### src/rtl/pipe_ctl_pkg.sv
// Encodings and instruction-field helpers shared by the Beta pipeline control unit.
package pipe_ctl_pkg;

  localparam logic [1:0] IR_SRC_DATA   = 2'd0;
  localparam logic [1:0] IR_SRC_NOP    = 2'd1;
  localparam logic [1:0] IR_SRC_EXCEPT = 2'd2;

  localparam logic [2:0] PC_SEL_INC   = 3'd0;
  localparam logic [2:0] PC_SEL_BR    = 3'd1;
  localparam logic [2:0] PC_SEL_JMP   = 3'd2;
  localparam logic [2:0] PC_SEL_ILLOP = 3'd3;
  localparam logic [2:0] PC_SEL_XADR  = 3'd4;
  localparam logic [2:0] PC_SEL_RESET = 3'd5;

  localparam logic [5:0] OPCODE_LD  = 6'h18;
  localparam logic [5:0] OPCODE_ST  = 6'h19;
  localparam logic [5:0] OPCODE_LDR = 6'h1F;

  // Bit n set when opcode n is implemented: memory/branch ops plus ALU groups 0x20-0x3E (xx7 unused).
  localparam logic [63:0] OPCODE_LEGAL_MASK = 64'h7F7F7F7F_BB000000;

  typedef enum logic [1:0] {
    ST_FLUSH = 2'd0,
    ST_RUN   = 2'd1,
    ST_DRAIN = 2'd2
  } pipe_state_e;

  function automatic logic opcode_legal(input logic [5:0] opcode);
    return OPCODE_LEGAL_MASK[opcode];
  endfunction

endpackage

### src/rtl/hazard_detect.sv
// Combinational load-use comparator between the EXEC-stage load and the RF-stage reader.
module hazard_detect
  import pipe_ctl_pkg::*;
(
  input  logic [31:0] ir_rf,
  input  logic [31:0] ir_exec,
  output logic        load_use
);

  logic [5:0] op_rf_s;
  logic [5:0] op_exec_s;
  logic [4:0] rc_rf_s;
  logic [4:0] ra_rf_s;
  logic [4:0] rb_rf_s;
  logic [4:0] rc_exec_s;
  logic       is_load_s;
  logic       reads_s;
  logic       unused_bits_s;

  assign op_rf_s   = ir_rf[31:26];
  assign rc_rf_s   = ir_rf[25:21];
  assign ra_rf_s   = ir_rf[20:16];
  assign rb_rf_s   = ir_rf[15:11];
  assign op_exec_s = ir_exec[31:26];
  assign rc_exec_s = ir_exec[25:21];

  assign is_load_s = (op_exec_s == OPCODE_LD) || (op_exec_s == OPCODE_LDR);

  // rb is only a register source for register-form ALU ops; ST reads its rc as store data.
  assign reads_s = (ra_rf_s == rc_exec_s)
                 || ((op_rf_s[5:4] == 2'b10) && (rb_rf_s == rc_exec_s))
                 || ((op_rf_s == OPCODE_ST) && (rc_rf_s == rc_exec_s));

  assign load_use = is_load_s && (rc_exec_s != 5'd31) && reads_s;

  assign unused_bits_s = ^{ir_rf[10:0], ir_exec[20:0]};

endmodule

### src/rtl/pipe_ctl.sv
// Beta pipeline control: post-reset flush, load-use interlock, exception entry with drain window.
module pipe_ctl
  import pipe_ctl_pkg::*;
(
  input  logic        clk,
  input  logic        rst_n,
  input  logic [31:0] ir_rf,
  input  logic [31:0] ir_exec,
  input  logic [31:0] pc_exec,
  input  logic        br_taken_rf,
  input  logic        jmp_rf,
  input  logic        irq,
  output logic [1:0]  ir_src_if,
  output logic [1:0]  ir_src_rf,
  output logic [1:0]  ir_src_exec,
  output logic [2:0]  pc_sel,
  output logic        stall_if,
  output logic        stall_rf
);

  pipe_state_e state_r;
  logic [1:0]  cnt_r;
  logic        load_use_s;
  logic        illop_s;
  logic        int_s;
  logic        except_s;
  logic        unused_bits_s;

  hazard_detect u_hazard_detect (
    .ir_rf    (ir_rf),
    .ir_exec  (ir_exec),
    .load_use (load_use_s)
  );

  assign illop_s  = ~opcode_legal(ir_exec[31:26]);
  assign int_s    = irq & ~pc_exec[31];
  // DRAIN masks exceptions so the faulting instruction's shadow is not re-trapped.
  assign except_s = (state_r == ST_RUN) & (illop_s | int_s);

  assign unused_bits_s = ^pc_exec[30:0];

  // State register and shared flush/drain down-counter
  always_ff @(posedge clk or negedge rst_n) begin
    if (!rst_n) begin
      state_r <= ST_FLUSH;
      cnt_r   <= 2'd2;
    end else begin
      case (state_r)
        ST_FLUSH, ST_DRAIN: begin
          if (cnt_r == 2'd0) begin
            state_r <= ST_RUN;
          end else begin
            cnt_r <= cnt_r - 2'd1;
          end
        end
        ST_RUN: begin
          if (except_s) begin
            state_r <= ST_DRAIN;
            cnt_r   <= 2'd1;
          end else begin
            cnt_r <= 2'd0;
          end
        end
        default: begin
          state_r <= ST_FLUSH;
          cnt_r   <= 2'd2;
        end
      endcase
    end
  end

  // Mux selects and stalls, decoded in the same cycle as the inputs
  always_comb begin
    ir_src_if   = IR_SRC_DATA;
    ir_src_rf   = IR_SRC_DATA;
    ir_src_exec = IR_SRC_DATA;
    pc_sel      = PC_SEL_INC;
    stall_if    = 1'b0;
    stall_rf    = 1'b0;
    case (state_r)
      ST_RUN, ST_DRAIN: begin
        if (except_s) begin
          ir_src_if   = IR_SRC_NOP;
          ir_src_rf   = IR_SRC_NOP;
          ir_src_exec = IR_SRC_EXCEPT;
          pc_sel      = illop_s ? PC_SEL_ILLOP : PC_SEL_XADR;
        end else if (load_use_s) begin
          ir_src_rf = IR_SRC_NOP;
          stall_if  = 1'b1;
          stall_rf  = 1'b1;
        end else if (jmp_rf) begin
          ir_src_if = IR_SRC_NOP;
          pc_sel    = PC_SEL_JMP;
        end else if (br_taken_rf) begin
          ir_src_if = IR_SRC_NOP;
          pc_sel    = PC_SEL_BR;
        end else begin
          pc_sel = PC_SEL_INC;
        end
      end
      default: begin
        ir_src_if   = IR_SRC_NOP;
        ir_src_rf   = IR_SRC_NOP;
        ir_src_exec = IR_SRC_NOP;
        pc_sel      = PC_SEL_RESET;
      end
    endcase
  end

endmodule

### config.mk
export PLATFORM = sky130hd
export DESIGN_NAME = pipe_ctl
export DESIGN_NICKNAME = d
export VERILOG_FILES = /design/src/rtl/pipe_ctl_pkg.sv /design/src/rtl/hazard_detect.sv /design/src/rtl/pipe_ctl.sv
export SDC_FILE = /design/constraint.sdc
export NUM_CORES = 1
export LEC_CHECK = 0
export BUFFER_PORTS_ARGS = -buffer_cell sky130_fd_sc_hd__buf_4
export CORE_ASPECT_RATIO = 0.7
export CORE_UTILIZATION = 27
export DETAILED_ROUTE_END_ITERATION = 8
export PLACE_DENSITY = 0.8
export RECOVER_POWER = 100
export SETUP_SLACK_MARGIN = 0.5
export SLEW_MARGIN = 15
export SYNTH_ARGS = -nofsm -noshare
export SYNTH_HDL_FRONTEND = slang
export SYNTH_SLANG_ARGS = --single-unit
### constraint.sdc
create_clock -name clk -period 2 [get_ports clk]
set_input_delay 0.3 -clock clk [delete_from_list [all_inputs] [get_ports clk]]
set_output_delay 0.3 -clock clk [all_outputs]
set_load 0.05 [all_outputs]
==> metrics.cfg <==
[timing]
finalHoldViolCount=0
fin_hold_ws_ns=0.440
setup-tns-final_ns=-0.518
drv_slew=0
fin_ws_ns=-0.126
period_share_pct=106
clock.fmax_ghz=0.470
fin_crit_ns=2.13
rsz0062_at_grt=true
clock_skew_ns=0.00874
setup-violations-final=6

[placed_design]
post-place-ws_ns=-0.206
finalWeightedCongestion=0.785
dp.final_hpwl_um=1770
io_buffers=46
place_area_um2=1090

[job]
cap_violations=0

[yosys]
synth_area_leaders=xor2_1 17%, dfrtp_1 11%, ha_1 9.5%
ys_ff_latch=4
syn_inst=84
yosysTopAreaCell=xor2_1
yosys.area.top_type_share_pct=17.4
synth-edff-count=0
synth_common_cells=13 x xor2_1, 7 x inv_1, 7 x nor2_1
synthFlopType=dfrtp_1
ys_types=34
ys_warn_count=0
netlist_area_um2=656
yosysMostFrequentCell=xor2_1
synth_area_per_cell_um2=7.81
async_flop_share_pct=100
yosysSeqAreaShare_pct=15.5

[run_status]
outcome=complete, but fails checks
violations=setup timing

[global_route]
grt_pass1_vias=870
grt_pass1_wl_um=3880
antenna_found_initial=0
grt_max_degree=9
grtUsageTotal_pct=19.4
grt.overflow.total=0

[setup_path]
startpoint_type=input port
cp.arrival_ns=1.83
crit_fanout=5
cp-startpoint=ir_exec[25]
cp.required_ns=1.70
endpoint_kind=output pin
crit_type=in2out
r2r_start=state_r[0]$_DFFE_PN0P_

[final_layout]
drive_gt1_share_pct=55.9
area_growth_pct=99.0
utilization_pct=58.7
stdcell_area_um2=1310
fillCellCount=181
antenna_cells=0
final_net_count=252

[die]
core_area_um2=2220
io_pins=112
rows=14
die_w_um=60.9
die_h_um=43.2
dieArea_um2=2630
initial_core_util_pct=29.5

[cts]
cts.clk_slew.worst_paths_ns=0.04
tritoncts=done
clk_latency_ns=0.24
cts.path.max_buffers=2
cts-root-buf=clkbuf_4
cts.sink_count=4
h-tree-depth=1
numCtsBuffers=3

[route]
routed_via_density=4.75
ant_nets=0
wl_per_cell_um=13.7
drt_first_iter_violations=17
drtPass1Iterations=4
wl_um=2420
drc=0
vias=840

[pwr]
peakVddDrop_v=0.000583
power.leakage_nw=0.585
power.density_nw_per_um2=1100
combPwrFrac_pct=80.9
share_seq_of_total_power_pct=11.4
p_switching_w=0.000744
clockPowerShare_pct=7.8
intPower_w=0.000687
switching_share_pct=52.0

[min_path]
min-delay-path-class=in2async

[kinds of logic after synthesis]
group / synth area share (%)
flops: 15.5
simple gates: 23.3
xor+xnor: 20.0
fa+ha+maj: 9.54
compound gates: 23.7
buf+inv: 7.44
other cells: 0.572
[cell type report]
type | instances | area, µm² | area share [%]
well taps | 32 | 40.0 | 3.07
inverters | 7 | 28.8 | 2.21
clock buffers | 4 | 26.3 | 2.01
repair buffers | 59 | 485 | 37.2
multi-input cells | 71 | 623 | 47.7
flip-flops and latches | 4 | 101 | 7.77
[power groups by stage]
stage / clock network (W) / registers (W) / logic, W
floorplan: 0 / 0.000152 / 0.000631
detailed placement: 0 / 0.000161 / 0.000878
finish: 0.000111 / 0.000163 / 0.00116
global placement: 0 / 0.000157 / 0.000866
global route: 0.000120 / 0.000167 / 0.00124
CTS: 0.000117 / 0.000163 / 0.00109
[per-layer routing]
layer	wire [µm]	global-route usage [%]	vias to the layer above
li1	-	-	415
met1	1050	24.9	397
met2	1270	34.3	26
met3	82	3.66	2
met4	23	2.27	0
met5	0	0	-
[registers in the layout (all words and copies together), names as in the netlist]
signal and count:
cnt_r 2, state_r 2
[stage by stage]
step | cells | total power [W]
2_1_floorplan | 85 | 0.000783
3_3_place_gp | 166 | 0.00102
3_5_place_dp | 166 | 0.00104
4_1_cts | 175 | 0.00137
5_1_grt | 177 | 0.00153
6_report | 177 | 0.00143
[what timing repair did]
action / 4_1_cts / 5_1_grt
hold buffers: 1 / 0
hold endpoints to repair: 3 / 0
gates resized for setup: 30 / 10
cloned: 0 / 0
pin swaps: 4 / 5
setup buffers: 4 / 2
setup endpoints to repair: 10 / 12
[worst paths after layout]
check / to / slack (ns) / cells past startpoint
worst min register to register: cnt_r[1]$_DFFE_PN1P_ / 0.51 / 2
worst max register to register: cnt_r[0]$_DFFE_PN0P_ / 0.24 / 6
max in group asynchronous: cnt_r[1]$_DFFE_PN1P_ / 1.29 / 2
worst max-delay path: stall_rf / -0.13 / 8
min in group clk: cnt_r[1]$_DFFE_PN1P_ / 0.51 / 2
worst min-delay path: state_r[0]$_DFFE_PN0P_ / 0.44 / 2
[layout by cell type, fill, tap and decap left out, types with 3 or more instances in the layout]
master    netlist  final
buf_6           0      5
nor2_1          7      5
nand2_1         4      4
inv_1           7      4
dfrtp_1         3      3
buf_8           0      4
clkbuf_4        0      3
nor3_1          4      3
ha_4            0      3
xor2_1         13     11
o21ai_0         6      4
buf_4           3     46
[critical path, cell delays in order]
cell and delay [ns]:
buf_4 0.14, xor2_1 0.17, nor4_2 0.27, a22oi_2 0.14, a2111oi_4 0.29, buf_4 0.19
and2_4 0.16, buf_6 0.15
(Power assumes the default switching activity.)
